File: src/rtl/logic_unit_arbiter.sv
// ---------------------------------------------------------------------------
// logic_unit_arbiter
//
// Two requesters share a single combinational logic unit. A round-robin
// arbiter picks one operation per cycle, the result is registered and held
// behind a valid/ready response port until the consumer takes it. A new
// operation may be accepted in the same cycle the held result drains.
//
// Optional feature (macro LU_ARB_CNT_EN): per-requester saturating grant
// counters exported on grant_cnt0 / grant_cnt1.
//
// Ports
//   clk                    : clock, rising edge
//   rst                    : asynchronous active-high reset
//   reqN_valid             : requester N presents an operation
//   reqN_ready             : requester N's operation is accepted this cycle
//   reqN_op[2:0]           : operation select
//   reqN_a/b[31:0]         : operands
//   rsp_valid              : a result is held
//   rsp_ready              : consumer accepts the result
//   rsp_data[31:0]         : registered result
//   rsp_id                 : requester that produced rsp_data
//   grant_cntN[CNT_W-1:0]  : grant count for requester N (LU_ARB_CNT_EN only)
// ---------------------------------------------------------------------------

// Combinational bitwise logic unit.
//   000 AND   001 XOR   010 NAND  011 OR
//   100 NOT a 101 NOR   110 -a    111 XNOR
module logic_unit (
  input  logic [2:0]  op,
  input  logic [31:0] a,
  input  logic [31:0] b,
  output logic [31:0] y
);
  always_comb begin
    y = '0;
    case (op)
      3'b000: y = a & b;
      3'b001: y = a ^ b;
      3'b010: y = ~(a & b);
      3'b011: y = a | b;
      3'b100: y = ~a;
      3'b101: y = ~(a | b);
      3'b110: y = (~a) + 32'd1;
      3'b111: y = ~(a ^ b);
      default: y = '0;
    endcase
  end
endmodule

module logic_unit_arbiter #(
  parameter int CNT_W = 16
) (
  input  logic              clk,
  input  logic              rst,
  input  logic              req0_valid,
  output logic              req0_ready,
  input  logic [2:0]        req0_op,
  input  logic [31:0]       req0_a,
  input  logic [31:0]       req0_b,
  input  logic              req1_valid,
  output logic              req1_ready,
  input  logic [2:0]        req1_op,
  input  logic [31:0]       req1_a,
  input  logic [31:0]       req1_b,
  output logic              rsp_valid,
  input  logic              rsp_ready,
  output logic [31:0]       rsp_data,
  output logic              rsp_id
`ifdef LU_ARB_CNT_EN
  ,
  output logic [CNT_W-1:0]  grant_cnt0,
  output logic [CNT_W-1:0]  grant_cnt1
`endif
);

  typedef enum logic {IDLE = 1'b0, HOLD = 1'b1} state_t;

  state_t      state_q, state_d;
  logic [31:0] rsp_data_q, rsp_data_d;
  logic        rsp_id_q, rsp_id_d;
  logic        rr_last_q, rr_last_d;

  logic        grant_possible;
  logic        grant;
  logic        win_id;
  logic [2:0]  lu_op;
  logic [31:0] lu_a, lu_b, lu_y;

  // Arbitration: a lone requester wins; on a tie the one that did not win
  // last time goes. Ready is also masked by rst so nothing is accepted
  // while the block is being reset.
  always_comb begin
    grant_possible = (state_q == IDLE) || rsp_ready;
    win_id         = (req0_valid && req1_valid) ? ~rr_last_q : req1_valid;
    grant          = ~rst && grant_possible && (req0_valid || req1_valid);
    req0_ready     = grant && !win_id;
    req1_ready     = grant && win_id;
  end

  // Operand mux in front of the single shared logic unit.
  always_comb begin
    lu_op = win_id ? req1_op : req0_op;
    lu_a  = win_id ? req1_a  : req0_a;
    lu_b  = win_id ? req1_b  : req0_b;
  end

  logic_unit u_lu (
    .op (lu_op),
    .a  (lu_a),
    .b  (lu_b),
    .y  (lu_y)
  );

  always_comb begin
    state_d    = state_q;
    rsp_data_d = rsp_data_q;
    rsp_id_d   = rsp_id_q;
    rr_last_d  = rr_last_q;
    if (grant) begin
      // Covers both the IDLE fill and the HOLD drain-and-refill case.
      state_d    = HOLD;
      rsp_data_d = lu_y;
      rsp_id_d   = win_id;
      rr_last_d  = win_id;
    end else if ((state_q == HOLD) && rsp_ready) begin
      state_d = IDLE;
    end
  end

  always_ff @(posedge clk or posedge rst) begin
    if (rst) begin
      state_q    <= IDLE;
      rsp_data_q <= '0;
      rsp_id_q   <= 1'b0;
      rr_last_q  <= 1'b1;
    end else begin
      state_q    <= state_d;
      rsp_data_q <= rsp_data_d;
      rsp_id_q   <= rsp_id_d;
      rr_last_q  <= rr_last_d;
    end
  end

  assign rsp_valid = (state_q == HOLD);
  assign rsp_data  = rsp_data_q;
  assign rsp_id    = rsp_id_q;

`ifdef LU_ARB_CNT_EN
  logic [CNT_W-1:0] grant_cnt0_q, grant_cnt0_d;
  logic [CNT_W-1:0] grant_cnt1_q, grant_cnt1_d;

  // Saturating counters: stick at all-ones instead of wrapping.
  always_comb begin
    grant_cnt0_d = grant_cnt0_q;
    grant_cnt1_d = grant_cnt1_q;
    if (req0_ready && (grant_cnt0_q != '1)) grant_cnt0_d = grant_cnt0_q + 1'b1;
    if (req1_ready && (grant_cnt1_q != '1)) grant_cnt1_d = grant_cnt1_q + 1'b1;
  end

  always_ff @(posedge clk or posedge rst) begin
    if (rst) begin
      grant_cnt0_q <= '0;
      grant_cnt1_q <= '0;
    end else begin
      grant_cnt0_q <= grant_cnt0_d;
      grant_cnt1_q <= grant_cnt1_d;
    end
  end

  assign grant_cnt0 = grant_cnt0_q;
  assign grant_cnt1 = grant_cnt1_q;
`endif

endmodule

File: config.mk
export PLATFORM = sky130hd
export DESIGN_NAME = logic_unit_arbiter
export DESIGN_NICKNAME = d
export VERILOG_FILES = /design/src/rtl/logic_unit_arbiter.sv
export SDC_FILE = /design/constraint.sdc
export NUM_CORES = 1
export LEC_CHECK = 0
export CORE_MARGIN = 4
export CORE_UTILIZATION = 45
export DETAILED_ROUTE_END_ITERATION = 7
export DONT_BUFFER_PORTS = 1
export HOLD_SLACK_MARGIN = 0.02
export PLACE_DENSITY = 0.68
export SYNTH_ARGS = -nofsm -noshare
export SYNTH_HDL_FRONTEND = slang
export SYNTH_SLANG_ARGS = --single-unit
File: constraint.sdc
create_clock -name clk -period 3.4 [get_ports clk]
set_input_delay 0.51 -clock clk [delete_from_list [all_inputs] [get_ports clk]]
set_output_delay 0.51 -clock clk [all_outputs]
set_load 0.03 [all_outputs]
==> results of run 1 <==
[layer usage]
layer  track usage  wire, um  vias up
met2        0.4493     10490      425
met3       0.06947      2694       64
li1              -         -     3134
met4        0.1066       711        0
met5             0         0        -
met1        0.3717      9499     3228
[flip-flops by register name (all words and copies together) (netlist names)]
register and cells:
rsp_valid 1, rr_last_q 1, rsp_data 32, rsp_id 1
[cell families after synthesis]
kind of cell	Yosys count
simple gates	268
xor+xnor	31
compound gates	245
fa+ha+maj	65
flops	35
mux	85
buf+inv	139
[cells in the final DEF, fill, tap and decap left out, drive strengths merged, types with 29 or more instances in the layout]
cell,netlist,layout
buf,30,43
dfrtp,34,34
ha,65,65
a21oi,52,52
nand2,103,103
xnor2,29,29
o21ai,65,65
nor2,45,45
nor3,39,39
inv,74,74
mux2i,76,76
[power groups by stage]
| stage | logic [W] | registers [W] | clock network [W] |
|---|---|---|---|
| CTS | 0.00113 | 0.000850 | 0.000473 |
| global route | 0.00127 | 0.000861 | 0.000487 |
| global placement | 0.00111 | 0.000857 | 0 |
| finish | 0.00114 | 0.000848 | 0.000466 |
| detailed placement | 0.00112 | 0.000857 | 0 |
| floorplan | 0.000863 | 0.000807 | 0 |
[path summary, 6_finish.rpt]
| check | start | endpoint | slack, ps | cells past startpoint |
|---|---|---|---|---|
| hold reg to reg | rr_last_q | rr_last_q | 560 | 1 |
| setup reg to reg | rr_last_q | rsp_data[30] | 480 | 8 |
| hold / removal | rst | rsp_data[18] | 270 | 2 |
| max in group asynchronous | rst | rr_last_q | 2770 | 2 |
| min in group clk | rsp_ready | rsp_valid | 480 | 2 |
| setup / recovery | rr_last_q | rsp_data[30] | 480 | 8 |
[per-stage QoR]
| stage | power, W | utilization | setup slack [ps] | cell area, um2 |
|---|---|---|---|---|
| floorplan | 0.001669 | - | 67.36 | 6364 |
| global placement | 0.001963 | 0.4838 | 558.5 | 6715 |
| detailed placement | 0.001981 | 0.4838 | 523.4 | 6715 |
| CTS | 0.002452 | 0.4937 | 518.4 | 6853 |
| global route | 0.002617 | 0.4937 | 322.6 | 6853 |
| finish | 0.002458 | 0.4937 | 478.1 | 6853 |
[cell type report]
class	count	area, um2
clock buffer	7	132.6
clock inverter	1	5.005
fill	1391	7028
inverter	74	277.8
multi-input combinational	694	4950
sequential	35	877.1
tap	180	225.2
timing repair buffer	43	385.4
==> impl_metrics.ini, run 1 <==
[power_and_ir_drop]
p_leak_nw = 3.023
pwr-share-seq = 0.345
pwr-share-clk = 0.190
power.share.switching = 0.4807
p_comb_frac = 0.465
p_sw_w = 0.001181
ir_drop_uv = 182.3
power_density_nw_per_um2 = 358.7
p_int_w = 0.001276

[route]
drt-pass1-iter-count = 6
drc = 0
via_per_inst = 6.626
drtIter0Drc = 714
routedWlPerCell_um = 22.63
vias = 6851
ant_nets = 0
wirelength_um = 23400

[timing]
final_max_slew_viol_count = 0
fin_crit_sh = 0.8594
rsz0062_at_grt = false
period_needed_ps = 2922
clock_skew_ps = 6.565
hold_viol = 0
holdWs_ps = 272.3
worstMarginPinSlew_ps = 939.1
slew_headroom = 0.3682
fmax_mhz = 342.2
setup_violations = 0
finalSetupTns_ps = 0

[floorplanning]
die_y_um = 126.9
fp-row-count = 43
core_um2 = 13880
dieWidth_um = 126.9
dieArea_um2 = 16110
ioPinCount = 175
start_util = 0.4584

[yosys]
yosysMostFrequentCell = nand2_1
muxShareOfSynthArea = 0.1425
synth-edff-count = 0
syn_nets = 1072
syn_area_um2 = 6364
ys_async_sr_fraction = 1.000
synth-seq-cells = 35
synth_top_area_frac = 0.1337
synth_top_family_by_area = compound AO/OA/AOI/OAI gates
synth_area_per_cell_um2 = 7.331
ys_top_cells_by_area = dfrtp_1 13%, ha_1 13%, mux2i_1 12%
yosysSeqAreaShare = 0.1378
synth_compound_area_frac = 0.2505
synth_xor_area_frac = 0.04267
synth_cell_types = 73
ys.flop_type = dfrtp_1
yosys_warnings = 0
syn_inst = 868
yosys.area_share.simple = 0.2066
yosys.area.top_type = dfrtp_1
synth_commonest_cells = 103 x nand2_1, 76 x mux2i_1, 74 x inv_1, 65 x ha_1, 63 x o21ai_0
synth_fa_ha_area_frac = 0.1278

[grt]
overflow = 0
grt_use_total = 0.2828
grt_start_max_net_pins = 46
grt_pass1_vias = 6476
antenna_found_initial = 0
grt_pass1_wl_um = 36290

[cts]
clk_latency_ps = 290
clkTransAtPathRegs_ps = 60
ctsResizeCount = 0
cts_sinks = 35
cts_tree = built
cts-root-buf = clkbuf_16
cts_buffers = 5
cts_hold_buffers = 0
cts_setup_buffers = 0
cts_max_path_buffers = 2
h-tree-depth = 2

[placement]
place_congestion = 0.9499
dp_hpwl_um = 17380
place_inst = 1026
numPortBuffers = 0

[finish]
final_layout_size_suffix_gt1_frac = 0.09133
antenna-diode-count = 0
nNetsFinal = 1057
area_delta_synth_final_pct = 7.688
fin_cells = 1034

[worst_setup_path]
startpoint_type = register
cp_cell_sequence = a21bo_4 > mux2i_1 > ha_1 > o21ai_2 > nor2_1 > nand4_1 > xnor2_1 > o221ai_1
slowest_delay_ps = 580
slowest_stage = dfstp_2
crit_arrival_ps = 3080
crit_buf_inv = 0
crit_fanout = 18
worst_setup_path_end_kind = register
cp.required_ps = 3550
path_delay_family = compound AO/OA/AOI/OAI gates
critPathKind = reg -> reg

[worst_hold_path]
hold_class = in -> async

[job]
cap_violations = 0

[run_status]
status = complete, no violations
(Power assumes the default switching activity.)
==> run 2, diff against run 1 <==
--- a/config.mk
+++ b/config.mk
@@ -13,4 +13,5 @@
 export PLACE_DENSITY = 0.68
 export SYNTH_ARGS = -nofsm -noshare
 export SYNTH_HDL_FRONTEND = slang
+export SYNTH_HIERARCHICAL = 1
 export SYNTH_SLANG_ARGS = --single-unit
==> run 2 against run 1 <==
Count of clock-buffer cells in the layout stayed put. Critical path type unchanged. Total power up 20%. Worst hold slack worse by 50 ps. First-iteration DRC count is 27% lower. Register-to-register slack worse by 390 ps. Via count fell by 16%. Highest routed layer unchanged. Maximum frequency is 12% lower.
==> impl_metrics.ini, run 2 <==
[finish]
final_cell_mix = 105 x mux2_2, 82 x inv_1, 71 x buf_4
final_util = 0.5253
layout.area.seq_um2 = 877.1
final_layout_size_suffix_gt1_frac = 0.2767
area_delta_synth_final_pct = 13.38
fill_cells = 1174
final_area_um2 = 6710
final_common_cell = mux2_2
largest_reg_flops = 32
multi_input_area_um2 = 4517
nNetsFinal = 951

[route]
drt-pass1-iter-count = 7
via_per_inst = 6.246
wirelength_um = 19690
vias = 5753
drc = 0
routedWlPerCell_um = 21.38
drtIter0Drc = 522
ant_nets = 0

[grt]
grt_start_max_net_pins = 36
antenna_found_initial = 1
grt_pass1_wl_um = 30150
grt_use_total = 0.2558
overflow = 0
grt_pass1_vias = 5692

[cts]
cts_buffers = 5
cts-root-buf = clkbuf_16
cts_sinks = 35
cts_hold_buffers = 0
h-tree-depth = 2
clk_latency_ps = 300
cts_tree = built
clkTransAtPathRegs_ps = 60
cts_max_path_buffers = 2

[timing]
finalSetupTns_ps = 0
fin_crit_sh = 0.9732
setup_violations = 0
clock_skew_ps = 6.286
worstMarginPinSlew_ps = 1136
slew_headroom = 0.2401
fmax_mhz = 302.2
rsz0062_at_grt = true
final_max_slew_viol_count = 0
period_needed_ps = 3309
hold_viol = 0

[floorplanning]
dieArea_um2 = 15050
dieWidth_um = 122.7
fp-row-count = 41
core_um2 = 12770
die_y_um = 122.7
start_util = 0.4633
ioPinCount = 175

[placement]
numPortBuffers = 0
placed_area_um2 = 6501
place_congestion = 0.9586
dp_hpwl_um = 15460

[yosys]
syn_inst = 711
synth_top_area_frac = 0.1998
synth-edff-count = 0
ys_top_cells_by_area = mux2_2 20%, dfrtp_1 14%, ha_1 14%
synth-seq-cells = 35
yosysSeqAreaShare = 0.1482
yosysMostFrequentCell = mux2_2
synth_cell_types = 64
synth_area_per_cell_um2 = 8.324
synth_commonest_cells = 105 x mux2_2, 82 x inv_1, 65 x ha_1, 48 x nor2_1, 37 x nand2_1
syn_area_um2 = 5918
ys.flop_type = dfrtp_1
ys_async_sr_fraction = 1.000
syn_nets = 915
yosys_warnings = 6
yosys.area.top_type = mux2_2

[power_and_ir_drop]
ir_drop_uv = 185.6
p_leak_nw = 3.008
total_power_w = 0.002943
power_density_nw_per_um2 = 438.7

[worst_setup_path]
cp_cell_sequence = a21boi_4 > buf_12 > mux2_2 > or4_4 > buf_4 > nand4b_1 > nor4_1 > buf_4 > o32ai_1 > a31o_2 > mux2_2
reg2reg_from = rr_last_q
slowest_delay_ps = 540
r2r_end = rsp_data[21]
regToRegSetupSlack_ps = 90
slowest_stage = or4_4
cp.required_ps = 3590
crit_fanout = 5
worst_setup_path_end_kind = register
startpoint_type = register
crit_buf_inv = 3
reg2regPathDepth = 11
crit_arrival_ps = 3500
path_delay_family = simple AND/OR/NAND/NOR gates
critPathKind = reg -> reg

[job]
cap_violations = 0

[worst_hold_path]
hold_class = in -> async

[run_status]
status = complete, no violations
-- run 2: changes by cell type after synthesis, sizes merged, moves of 13 or more --
cell	previous run	this run
mux2	5	107
nand2	103	37
mux2i	76	25
o21ai	65	34
a21oi	52	24
nor3	39	18
a221oi	3	16
-- run 2: cell families (layout without fill, tap and decap cells) --
family                   after synthesis  in the layout  synth area share
other                                  0              1                 0
AND/OR/NAND/NOR                      166            166            0.1400
AO/OA/AOI/OAI                        153            153            0.1854
multiplexers                         134            134            0.2535
flip-flops                            35             35            0.1482
XOR/XNOR                              29             29           0.04292
adder cells (fa/ha/maj)               65             65            0.1374
buffers and inverters                129            166           0.09260
-- run 2: metrics by stage --
stage               setup slack (ps)  cells  hold WS [ps]
finish                         91.14    921         222.1
global route                  -1.419    921         276.7
CTS                            3.510    919         234.4
detailed placement            -218.1    911         563.7
global placement              -151.1    911         549.4
floorplan                      20.73    711         606.4
-- run 2: worst max path at each step --
stage | startpoint | end | slack (ps) | cells after the start
2_1_floorplan | req1_valid | rsp_data[28] | 20 | 9
3_3_place_gp | req1_valid | rsp_data[24] | -150 | 11
3_5_place_dp | req1_valid | rsp_data[24] | -220 | 11
4_1_cts | rr_last_q | rsp_data[31] | 4 | 13
5_1_grt | rr_last_q | rsp_data[21] | -1 | 11
6_report | rr_last_q | rsp_data[21] | 90 | 11
-- run 2: area by class of cell --
type                    instances  share of cell area
well taps                     172             0.03207
flip-flops and latches         35              0.1307
diodes                          1           0.0003729
multi-input cells             547              0.6731
inverters                      82             0.04587
clock inverters                 1            0.004475
repair buffers                 76             0.09360
clock buffers                   7             0.01977
-- run 2: report_power, final --
group	internal [W]	leakage [nW]	total (W)	switching [W]
Combinational	0.000668	2.52	0.00141	0.000739
Sequential	0.000568	0.412	0.000988	0.000419
Clock	0.000347	0.0781	0.000549	0.000201
-- run 2: timing repair --
action                     4_1_cts  5_1_grt
resized for setup                1        4
setup endpoints to repair        1       14
setup buffers                    0        1
pin swaps                        0        2
-- run 2: routing by layer --
layer  part of all wire  GRT usage
met5                  0          0
met4              0.028    0.08677
met3              0.076    0.04885
met2               0.46     0.4120
met1               0.43     0.3426
==> run 3, diff against run 2 <==
--- a/config.mk
+++ b/config.mk
@@ -5,12 +5,15 @@
 export SDC_FILE = /design/constraint.sdc
 export NUM_CORES = 1
 export LEC_CHECK = 0
+export CELL_PAD_IN_SITES_DETAIL_PLACEMENT = 2
+export CELL_PAD_IN_SITES_GLOBAL_PLACEMENT = 2
 export CORE_MARGIN = 4
-export CORE_UTILIZATION = 45
+export CORE_UTILIZATION = 41
 export DETAILED_ROUTE_END_ITERATION = 7
 export DONT_BUFFER_PORTS = 1
 export HOLD_SLACK_MARGIN = 0.02
-export PLACE_DENSITY = 0.68
+export PLACE_DENSITY = 0.94
+export RECOVER_POWER = 25
 export SYNTH_ARGS = -nofsm -noshare
 export SYNTH_HDL_FRONTEND = slang
 export SYNTH_HIERARCHICAL = 1
==> constraint.sdc (replaced) <==
create_clock -name clk -period 4.1 [get_ports clk]
set_input_delay 0.615 -clock clk [delete_from_list [all_inputs] [get_ports clk]]
set_output_delay 0.615 -clock clk [all_outputs]
set_load 0.03 [all_outputs]
==> run 3 against run 2 <==
The run now ends with capacitance limit, slew limit left. Non-clock buffer count is 52 lower. Clock skew is 3.7 ps lower. Sequential cell count stayed put. Maximum frequency is 12% lower. Routed wire length is 30% higher. Global-route usage is 5.1 points higher. Worst setup slack better by 230 ps. Critical path depth stayed put. First-iteration DRC count is 10% lower. Via count is 2.9% higher. Total power is 16% lower. Worst hold slack better by 200 ps.
==> impl_metrics.ini, run 3 (synthesis results as in run 2) <==
[run_status]
status = finished with violations
violations = capacitance limit, slew limit

[floorplanning]
dieArea_um2 = 16420
dieWidth_um = 128.1
core_um2 = 13990
start_util = 0.4231
fp-row-count = 43
ioPinCount = 175
die_y_um = 128.1

[cts]
cts_setup_buffers = 0
cts_hold_buffers = 0
cts_sinks = 35
ctsResizeCount = 0
clkTransAtPathRegs_ps = 60
cts-root-buf = clkbuf_16
cts_tree = built
cts_max_path_buffers = 2
h-tree-depth = 2
clk_latency_ps = 300
cts_buffers = 5

[worst_setup_path]
slowest_delay_ps = 510
cp_cell_sequence = a21boi_4 > buf_12 > mux2_2 > inv_1 > ha_1 > nor3b_1 > nand4_1 > nor4_4 > xnor2_1 > o221ai_2 > mux2_1
slowest_stage = nand4_1
worst_setup_path_end_kind = register
path_delay_family = simple AND/OR/NAND/NOR gates
crit_arrival_ps = 3960
crit_fanout = 22
cp.required_ps = 4280
critPathKind = reg -> reg
startpoint_type = register
crit_buf_inv = 2

[power_and_ir_drop]
p_sw_w = 0.001240
p_leak_nw = 2.741
pwr-share-clk = 0.175
pwr-share-seq = 0.338
p_int_w = 0.001236
p_comb_frac = 0.487
power_density_nw_per_um2 = 393.6
power.share.switching = 0.5007
ir_drop_uv = 242.8

[route]
routed.top_layer = met4
routedWlPerCell_um = 29.21
via_per_inst = 6.736
drtIter0Drc = 470
wl_met1_um = 9522
drc = 0
vias = 5921
wirelength_um = 25670
drt-pass1-iter-count = 6
wl_met3_um = 1756
ant_nets = 0
met2WireLength_um = 13090

[timing]
fin_crit_sh = 0.9221
slew_headroom = -0.5078
period_needed_ps = 3781
worstMarginPinSlew_ps = 2262
finalSetupTns_ps = 0
hold_viol = 0
rsz0062_at_grt = false
final_max_slew_viol_count = 36
setup_violations = 0
clock_skew_ps = 2.622
fmax_mhz = 264.5

[finish]
final_common_cell = mux2_2
final_util = 0.4498
largest_reg_flops = 32
fill_cells = 1599
final_layout_size_suffix_gt1_frac = 0.2198
nNetsFinal = 899
final_cell_mix = 105 x mux2_2, 82 x inv_1, 65 x ha_1
fin_cells = 879
area_delta_synth_final_pct = 6.321

[placement]
place_inst = 868
numPortBuffers = 0
dp_hpwl_um = 18480
place_congestion = 0.8874

[grt]
grt_start_max_net_pins = 38
grt_pass1_wl_um = 39400
antenna_found_initial = 3
overflow = 0
grt_pass1_vias = 6861
grt_use_total = 0.3066

[job]
cap_violations = 1

[worst_hold_path]
hold_class = in -> reg
[run 3: area by class of cell]
type	instances	area, um2	area share
timing repair buffer	24	214.0	0.03400
multi-input combinational	547	4501	0.7153
sequential	35	877.1	0.1394
clock buffer	7	152.6	0.02426
clock inverter	1	7.507	0.001193
inverter	82	307.8	0.04892
antenna	3	7.507	0.001193
tap	180	225.2	0.03579
[run 3: path summary, 6_finish.rpt]
| path | slack, ps | to | depth (start not counted) | from |
|---|---|---|---|---|
| min | 420 | rsp_valid | 1 | rsp_ready |
| max reg2reg | 320 | rsp_data[28] | 11 | rr_last_q |
| min reg2reg | 640 | rr_last_q | 1 | rr_last_q |
| max in group asynchronous | 1760 | rsp_data[8] | 2 | rst |
| max | 320 | rsp_data[28] | 11 | rr_last_q |
| min in group asynchronous | 1050 | rsp_valid | 2 | rst |
[run 3: metrics by stage]
stage	setup slack, ps	total power [W]	instance area [um2]	hold slack, ps
after floorplan	530.2	0.001644	5918	608.6
after global placement	415.5	0.001867	6128	629.0
after detailed placement	229.1	0.001991	6128	636.1
after CTS	345.4	0.002472	6289	369.2
after global routing	209.8	0.002610	6290	418.9
final	319.3	0.002477	6292	418.6
[run 3: power groups by stage]
| stage | clock (W) | sequential, W | combinational [W] |
|---|---|---|---|
| 2_1_floorplan | 0 | 0.000794 | 0.000849 |
| 3_3_place_gp | 0 | 0.000837 | 0.00103 |
| 3_5_place_dp | 0 | 0.000845 | 0.00115 |
| 4_1_cts | 0.000443 | 0.000842 | 0.00119 |
| 5_1_grt | 0.000458 | 0.000854 | 0.00130 |
| 6_report | 0.000433 | 0.000838 | 0.00121 |
[run 3: routing by layer]
metal / global-route usage / vias to the layer above
met5: 0 / -
met4: 0.1454 / 0
met3: 0.06167 / 103
met2: 0.5536 / 312
met1: 0.3430 / 2972
li1: - / 2534
